<file path="config.mk">
export PLATFORM = sky130hd
export DESIGN_NAME = alu_share_arbiter
export DESIGN_NICKNAME = d
export VERILOG_FILES = /design/src/rtl/alu_share_arbiter.sv
export SDC_FILE = /design/constraint.sdc
export NUM_CORES = 1
export LEC_CHECK = 0
export ABC_CLOCK_PERIOD_IN_PS = 4450
export BUFFER_PORTS_ARGS = -buffer_cell sky130_fd_sc_hd__buf_2
export CORE_MARGIN = 2
export CORE_UTILIZATION = 38
export CTS_BUF_LIST = sky130_fd_sc_hd__clkbuf_4
export DETAILED_ROUTE_END_ITERATION = 10
export PLACE_DENSITY = 0.65
export REMOVE_ABC_BUFFERS = 1
export SETUP_SLACK_MARGIN = 0.1
export SKIP_LAST_GASP = 1
export SLEW_MARGIN = 0
export SYNTH_ARGS = -nofsm -noshare
export SYNTH_HDL_FRONTEND = slang
export SYNTH_SLANG_ARGS = --single-unit
</file>
<file path="constraint.sdc">
create_clock -name clk -period 4.45 [get_ports clk]
set_clock_uncertainty 0.1 [all_clocks]
set_input_delay 0.445 -clock clk [delete_from_list [all_inputs] [get_ports clk]]
set_output_delay 0.445 -clock clk [all_outputs]
set_load 0.05 [all_outputs]
</file>
<file path="src/rtl/alu_share_arbiter.sv">
`default_nettype none
// +----------------------------------------------------------------------------+
// | alu_share_arbiter: one alu shared by two valid/ready requesters (RR/fixed) |
// | Revision: 1.0                                                              |
// +----------------------------------------------------------------------------+

module alu #(
   parameter int ALU_WIDTH = 32
) (
   input  logic [3:0]           alusel,
   input  logic [ALU_WIDTH-1:0] a,
   input  logic [ALU_WIDTH-1:0] b,
   output logic [ALU_WIDTH-1:0] result
);
   localparam int c_shw = $clog2(ALU_WIDTH);

   logic [c_shw-1:0] w_sh;
   assign w_sh = b[c_shw-1:0];

   always_comb begin
      result = '0;
      case (alusel)
         4'b0000: result = a + b;
         4'b0001: result = a - b;
         4'b0010: result = a << w_sh;
         4'b0011: result = {{(ALU_WIDTH-1){1'b0}}, ($signed(a) < $signed(b))};
         4'b0100: result = {{(ALU_WIDTH-1){1'b0}}, (a < b)};
         4'b0101: result = a ^ b;
         4'b0110: result = a >> w_sh;
         4'b0111: result = $signed(a) >>> w_sh;
         4'b1000: result = a | b;
         4'b1001: result = a & b;
         default: result = '0;
      endcase
   end
endmodule

module alu_share_arbiter #(
   parameter int ALU_WIDTH = 32,
   parameter int RR_ENABLE = 1
) (
   input  logic                 clk,
   input  logic                 rst,
   input  logic                 req0_valid,
   output logic                 req0_ready,
   input  logic [3:0]           req0_op,
   input  logic [ALU_WIDTH-1:0] req0_a,
   input  logic [ALU_WIDTH-1:0] req0_b,
   input  logic                 req1_valid,
   output logic                 req1_ready,
   input  logic [3:0]           req1_op,
   input  logic [ALU_WIDTH-1:0] req1_a,
   input  logic [ALU_WIDTH-1:0] req1_b,
   output logic                 rsp0_valid,
   input  logic                 rsp0_ready,
   output logic [ALU_WIDTH-1:0] rsp0_result,
   output logic                 rsp1_valid,
   input  logic                 rsp1_ready,
   output logic [ALU_WIDTH-1:0] rsp1_result,
   output logic                 busy
);
   typedef enum logic [1:0] {
      IDLE = 2'd0,
      EXEC = 2'd1,
      RESP = 2'd2
   } state_t;

   state_t               r_state;
   logic                 r_g;
   logic                 r_last;
   logic [3:0]           r_op;
   logic [ALU_WIDTH-1:0] r_a;
   logic [ALU_WIDTH-1:0] r_b;
   logic [ALU_WIDTH-1:0] r_res;

   logic                 w_pick1;
   logic                 w_idle_ok;
   logic                 w_req_hs;
   logic                 w_rsp_on;
   logic                 w_rsp_hs;
   logic [ALU_WIDTH-1:0] w_alu_res;

   // Port 1 wins when alone, or on a tie when round-robin says port 0 went last.
   assign w_pick1   = req1_valid && (!req0_valid || ((RR_ENABLE != 0) && !r_last));
   assign w_idle_ok = !rst && (r_state == IDLE);
   assign req0_ready = w_idle_ok && req0_valid && !w_pick1;
   assign req1_ready = w_idle_ok && w_pick1;
   assign w_req_hs  = req0_ready || req1_ready;

   // Gating with rst keeps every handshake output quiet while reset is held.
   assign w_rsp_on    = !rst && (r_state == RESP);
   assign rsp0_valid  = w_rsp_on && !r_g;
   assign rsp1_valid  = w_rsp_on && r_g;
   assign rsp0_result = rsp0_valid ? r_res : '0;
   assign rsp1_result = rsp1_valid ? r_res : '0;
   assign w_rsp_hs    = (rsp0_valid && rsp0_ready) || (rsp1_valid && rsp1_ready);
   assign busy        = !rst && (r_state != IDLE);

   alu #(
      .ALU_WIDTH (ALU_WIDTH)
   ) u_alu (
      .alusel (r_op),
      .a      (r_a),
      .b      (r_b),
      .result (w_alu_res)
   );

   always_ff @(posedge clk) begin
      if (rst) begin
         r_state <= IDLE;
         r_g     <= 1'b0;
         r_last  <= 1'b1;
         r_op    <= '0;
         r_a     <= '0;
         r_b     <= '0;
         r_res   <= '0;
      end else begin
         case (r_state)
            IDLE: begin
               if (w_req_hs) begin
                  r_g     <= w_pick1;
                  r_last  <= w_pick1;
                  r_op    <= w_pick1 ? req1_op : req0_op;
                  r_a     <= w_pick1 ? req1_a  : req0_a;
                  r_b     <= w_pick1 ? req1_b  : req0_b;
                  r_state <= EXEC;
               end
            end
            EXEC: begin
               r_res   <= w_alu_res;
               r_state <= RESP;
            end
            RESP: begin
               if (w_rsp_hs) r_state <= IDLE;
            end
            default: r_state <= IDLE;
         endcase
      end
   end
endmodule
`default_nettype wire

</file>
# Word level (Yosys, flattened, before mapping)
# Index checks and enable logic that the tools add are counted.
# totals
output_inout_bits	69
in_bits	142
word_cells	63
register_bits	104
# classes
shift	3
add_sub_neg	2
bitwise_logic	3
n_lt_le_gt_ge	2
n_mux	9
reduce_logical	24
eq_ne	13
# ops
operator	count
$pmux 32 s10	1
$mux 32	4
$lt 32x32->1	2
$add 32x32->32	1
$and 32x32->32	1
$or 32x32->32	1
$shl 32x5->32	1
$shr 32x5->32	1
$sshr 32x5->32	1
$sub 32x32->32	1
$xor 32x32->32	1
$eq 4x3->1 const B	4
$logic_and 1x1->1	11
$eq 4x2->1 const B	2
$eq 4x4->1 const B	2
$pmux 2 s3	1
$logic_not 1->1	5
$eq 4x1->1 const B	1
$logic_not 4->1	1
$mux 2	2
$mux 4	1
$ne 2x2->1 const B	2
$reduce_and 2->1	2
$logic_or 1x1->1	3
4 further kinds	4

# Depth between registers and ports, before layout
# depth
depth_word	8
ltp_mapped	15
mapped_depth_nobuf	13

# Hierarchy
# A second synthesis with hierarchy kept.
# hier_totals
cells_unflattened	1916
area_unflattened_um2	12876.1
# by_module_without_submodules
module	cells_per_inst	instances	area_per_inst_um2	seq_area_each_um2
alu	1287	1	8064.0	0.0
alu_share_arbiter	629	1	4812.1	2082.0

# Worst setup path before layout
# OpenSTA, ideal clock, no wires.
# synth_timing
path_kind	reg2reg
from	register r_b[3]
to	register r_res[16]
stages_incl_launch_ff	16
arrival_ns	3.526
period_less_slack_ns	3.765
path_slack_ns	0.685
cell_sequence	dfxtp_1 > buf_2 > inv_1 > clkbuf_1 > clkbuf_1 > ha_1 > buf_2 > o21ai_0 > o21bai_1 > a211o_1 > a311o_2 > nand3_2 > and2_2 > or4b_4 > o211ai_2 > a221oi_2
# synth_between
elab_chain_len	2
word_cells_on_any_way	6
classes_between	add/sub (2); shift (3); mux (1)
# synth_rtl
item	line	text
start, declared	73	logic [ALU_WIDTH-1:0] r_b;
start signal, assigned	125	r_b <= w_pick1 ? req1_b : req0_b;
$sub 32x32->32 (tied with other cells)	24	4'b0001: result = a - b;
$pmux 32 s10 *	22	case (alusel)
end signal, assigned	130	r_res <= w_alu_res;
end, declared	74	logic [ALU_WIDTH-1:0] r_res;
# Mark *: on every way between the ends. The rest lies on a longest branch, timed or not.
# A chain may end at the register's enable or synchronous reset.

# Worst setup path in the final report
# layout_timing
from	register r_b[0]
to	register r_res[24]
# The elaborated chain is that of the path after synthesis.

==> impl_metrics.yaml <==
status:
  status: "finished, final reports clean"
critical_path:
  crit_arrival_ps: 4390
  crit_buf_inv: 0
  cp_top_family: "compound AO/OA/AOI/OAI gates"
  rr_startpoint: "r_b[0]$_SDFFE_PP0P_"
  crit_slowest_cell: "fa_1"
  cp.required_ps: 4840
  cpPeakStageDelay_ps: 470
  worst_r2r_endpoint: "r_res[24]$_SDFFE_PP0N_"
  path_cells: "ha_1 -> fa_1 -> a211oi_2 -> o21bai_1 -> a211o_1 -> nor3_1 -> o211ai_1 -> a21boi_0 -> xnor2_1 -> a221oi_1 -> a211oi_1"
  rr_worst_depth: 11
  crit_fanout: 12
  worst_setup_path_end_kind: "flip-flop"
  path_class: "reg -> reg"
  r2r_slack_ps: 440
  start_kind: "flip-flop"
global_routing:
  grt_max_degree: 75
  grtUsageTotal_pct: 31.9
  grt_pass1_wl_mm: 91.8
  grt_overflow: 0
  antenna_found_initial: 4
  grt_pass1_vias: 14289
cts:
  cts_tree: "built"
  cts_made_buffers: 9
  root_buffer: "clkbuf_4"
  clockBufferDepth: 2
  clkTransAtPathRegs_ps: 210
  cts.hold.buffers_added: 0
  cts_resized: 0
  htree_levels: 3
  clk_latency_ps: 610
  post_cts_buffers: 0
  clkSinkCount: 104
routing:
  ant_nets: 0
  drtPass1Iterations: 6
  via_per_inst: 6.33
  drtIter0Drc: 1703
  wirelength_mm: 61.8
  wl_per_cell_um: 25.3
  drc: 0
  vias: 15480
sta:
  worst_pin_slew_ps: 1320
  finalHoldViolations: 0
  finalCritPeriodShare_pct: 90.1
  slew_headroom_pct: 12.2
  fin_crit_ps: 4010
  timing.fmax_mhz: 249
  layout_setup_ws_ps: 442
  rsz0062_at_grt: "no"
  setup_viol: 0
  drv_slew: 0
pwr:
  ir_drop_v: 0.000141
  power-per-cell-area_mw_per_mm2: 275
  p_leak_nw: 6.28
synthesis:
  synthDistinctLibCells: 98
  synth_edf_count: 0
  synth_area_per_cell_um2: 7.45
  ys_warn_count: 0
  ys_seq_elements: 104
  ys.flop_type: "dfxtp_1"
  synth_cells: 1856
  yosysTopAreaCellShare_pct: 15.1
  syn_area_mm2: 0.0138
  ys_top_cells_by_area: "dfxtp_1 15%, ha_1 8.8%, mux2i_1 8.5%"
  post-synth-top-area-cell: "dfxtp_1"
  async_flop_share_pct: 0
  yosysSeqAreaShare_pct: 15.1
floorplanning:
  die_x_um: 195
  fp-row-count: 69
  core_area_mm2: 0.0357
  io_pins: 211
  initial_core_util_pct: 38.7
  die_h_um: 195
  die_area_mm2: 0.0379
worst_hold_path:
  hp-start: "rsp0_ready"
  hold-path-endpoint: "r_state[1]$_SDFFE_PP0P_"
  worstHoldPathCells: 4
  hold_path_class: "in -> reg"
job:
  max_cap_viol_count: 0
placement:
  gp_congestion: 1.12
  place_ws_ps: 613
  numPortBuffers: 210
  dpl.hpwl_mm: 46.7
  placed_area_mm2: 0.0153
finish:
  design_area_mm2: 0.0155
  area_delta_synth_final_pct: 11.9
  num-nets-final: 2216
  drive_gt1_share_pct: 20.1
## how the worst max path moves through the flow
stage	from	end	slack, ps	cells past startpoint
finish	r_b[0]$_SDFFE_PP0P_	r_res[24]$_SDFFE_PP0N_	440	11
global route	r_a[1]$_SDFFE_PP0P_	r_res[27]$_SDFFE_PP0N_	440	10
CTS	r_b[0]$_SDFFE_PP0P_	r_res[24]$_SDFFE_PP0N_	600	11
detailed placement	r_b[0]$_SDFFE_PP0P_	r_res[24]$_SDFFE_PP0N_	610	11
global placement	r_b[0]$_SDFFE_PP0P_	r_res[24]$_SDFFE_PP0N_	620	11
floorplan	req1_valid	req0_ready	-5930	2
## worst reg2reg max path, cell delays in order (launching register included)
cell and delay (ps):
dfxtp_4 450, ha_1 270, fa_1 470, a211oi_2 270
o21bai_1 160, a211o_1 400, nor3_1 340, o211ai_1 390
a21boi_0 350, xnor2_1 150, a221oi_1 420, a211oi_1 150
## per-stage QoR
step | cells | setup TNS, ps | power (mW) | util, % | hold WS, ps
floorplan | 1686 | -342940 | 2.80 | - | 334
global placement | 2425 | 0 | 3.62 | 42.9 | 351
detailed placement | 2425 | 0 | 3.63 | 42.9 | 358
CTS | 2441 | 0 | 4.19 | 43.3 | 20.0
global route | 2445 | 0 | 4.50 | 43.3 | 29.4
finish | 2446 | 0 | 4.25 | 43.3 | 42.5
## Yosys cell counts (all sizes together) (4+ instances only)
cell / instances
a211oi: 91
or2: 8
a221o: 11
clkbuf: 115
o21bai: 10
a21o: 15
dfxtp: 104
o211ai: 27
inv: 95
ha: 97
a22oi: 8
nor2: 233
a221oi: 27
a2111oi: 7
nor3: 43
nand4: 15
and3: 7
nor2b: 10
mux2: 13
o21a: 8
a2bb2oi: 4
or3: 7
and2: 77
nand3: 22
xnor2: 5
o31ai: 14
mux4: 51
a311oi: 4
nand2: 137
o311ai: 5
o221ai: 13
a21boi: 6
o21ai: 118
nand2b: 16
buf: 55
a211o: 7
nor4: 18
mux2i: 117
a222oi: 4
o22ai: 11
a31oi: 21
a21oi: 139
nand3b: 5
## registers in the layout (all words and copies together) (netlist names)
register	cells
r_last	1
r_res	32
r_g	1
r_a	32
r_op	4
r_b	32
r_state	2
## cells in the final DEF (no fill, tap or decap), types with 25 or more instances in the layout
| cell | instances |
|---|---|
| a221oi_1 | 26 |
| mux2i_1 | 117 |
| o211ai_1 | 25 |
| a21oi_1 | 137 |
| nor3_1 | 42 |
| dfxtp_1 | 99 |
| nor2_1 | 232 |
| and2_1 | 76 |
| buf_4 | 67 |
| nand2_1 | 136 |
| ha_1 | 97 |
| buf_2 | 209 |
| mux4_2 | 49 |
| inv_1 | 93 |
| a211oi_1 | 90 |
| o21ai_0 | 112 |
## metal layers
layer	share of wire, %	vias to the layer above	GRT usage (%)
li1	-	7105	-
met5	0.016	-	0
met3	9.8	137	6.28
met2	42	880	47.8
met1	43	7356	44.6
met4	4.4	2	13.3
## report_power, final
group          total [mW]  switching, mW  internal, mW
Combinational        2.52           1.61         0.914
Sequential           1.17          0.148          1.02
Clock               0.562          0.384         0.178
## kinds of logic after synthesis
logic type | Yosys count | synth area share, %
flops | 104 | 15.1
simple gates | 613 | 20.9
compound gates | 588 | 28.9
mux | 181 | 17.9
xor+xnor | 5 | 0.317
fa+ha+maj | 99 | 9.07
buf+inv | 266 | 7.93
## layout make-up
cell class | instances | area, um^2
fillers | 3725 | 20300
multi-input cells | 1486 | 10700
flip-flops and latches | 104 | 2090
repair buffers | 278 | 1590
well taps | 461 | 577
inverters | 96 | 360
clock buffers | 11 | 82.6
clock inverters | 5 | 47.5
diodes | 5 | 12.5
Note: power is estimated with default switching activity, not from simulation.
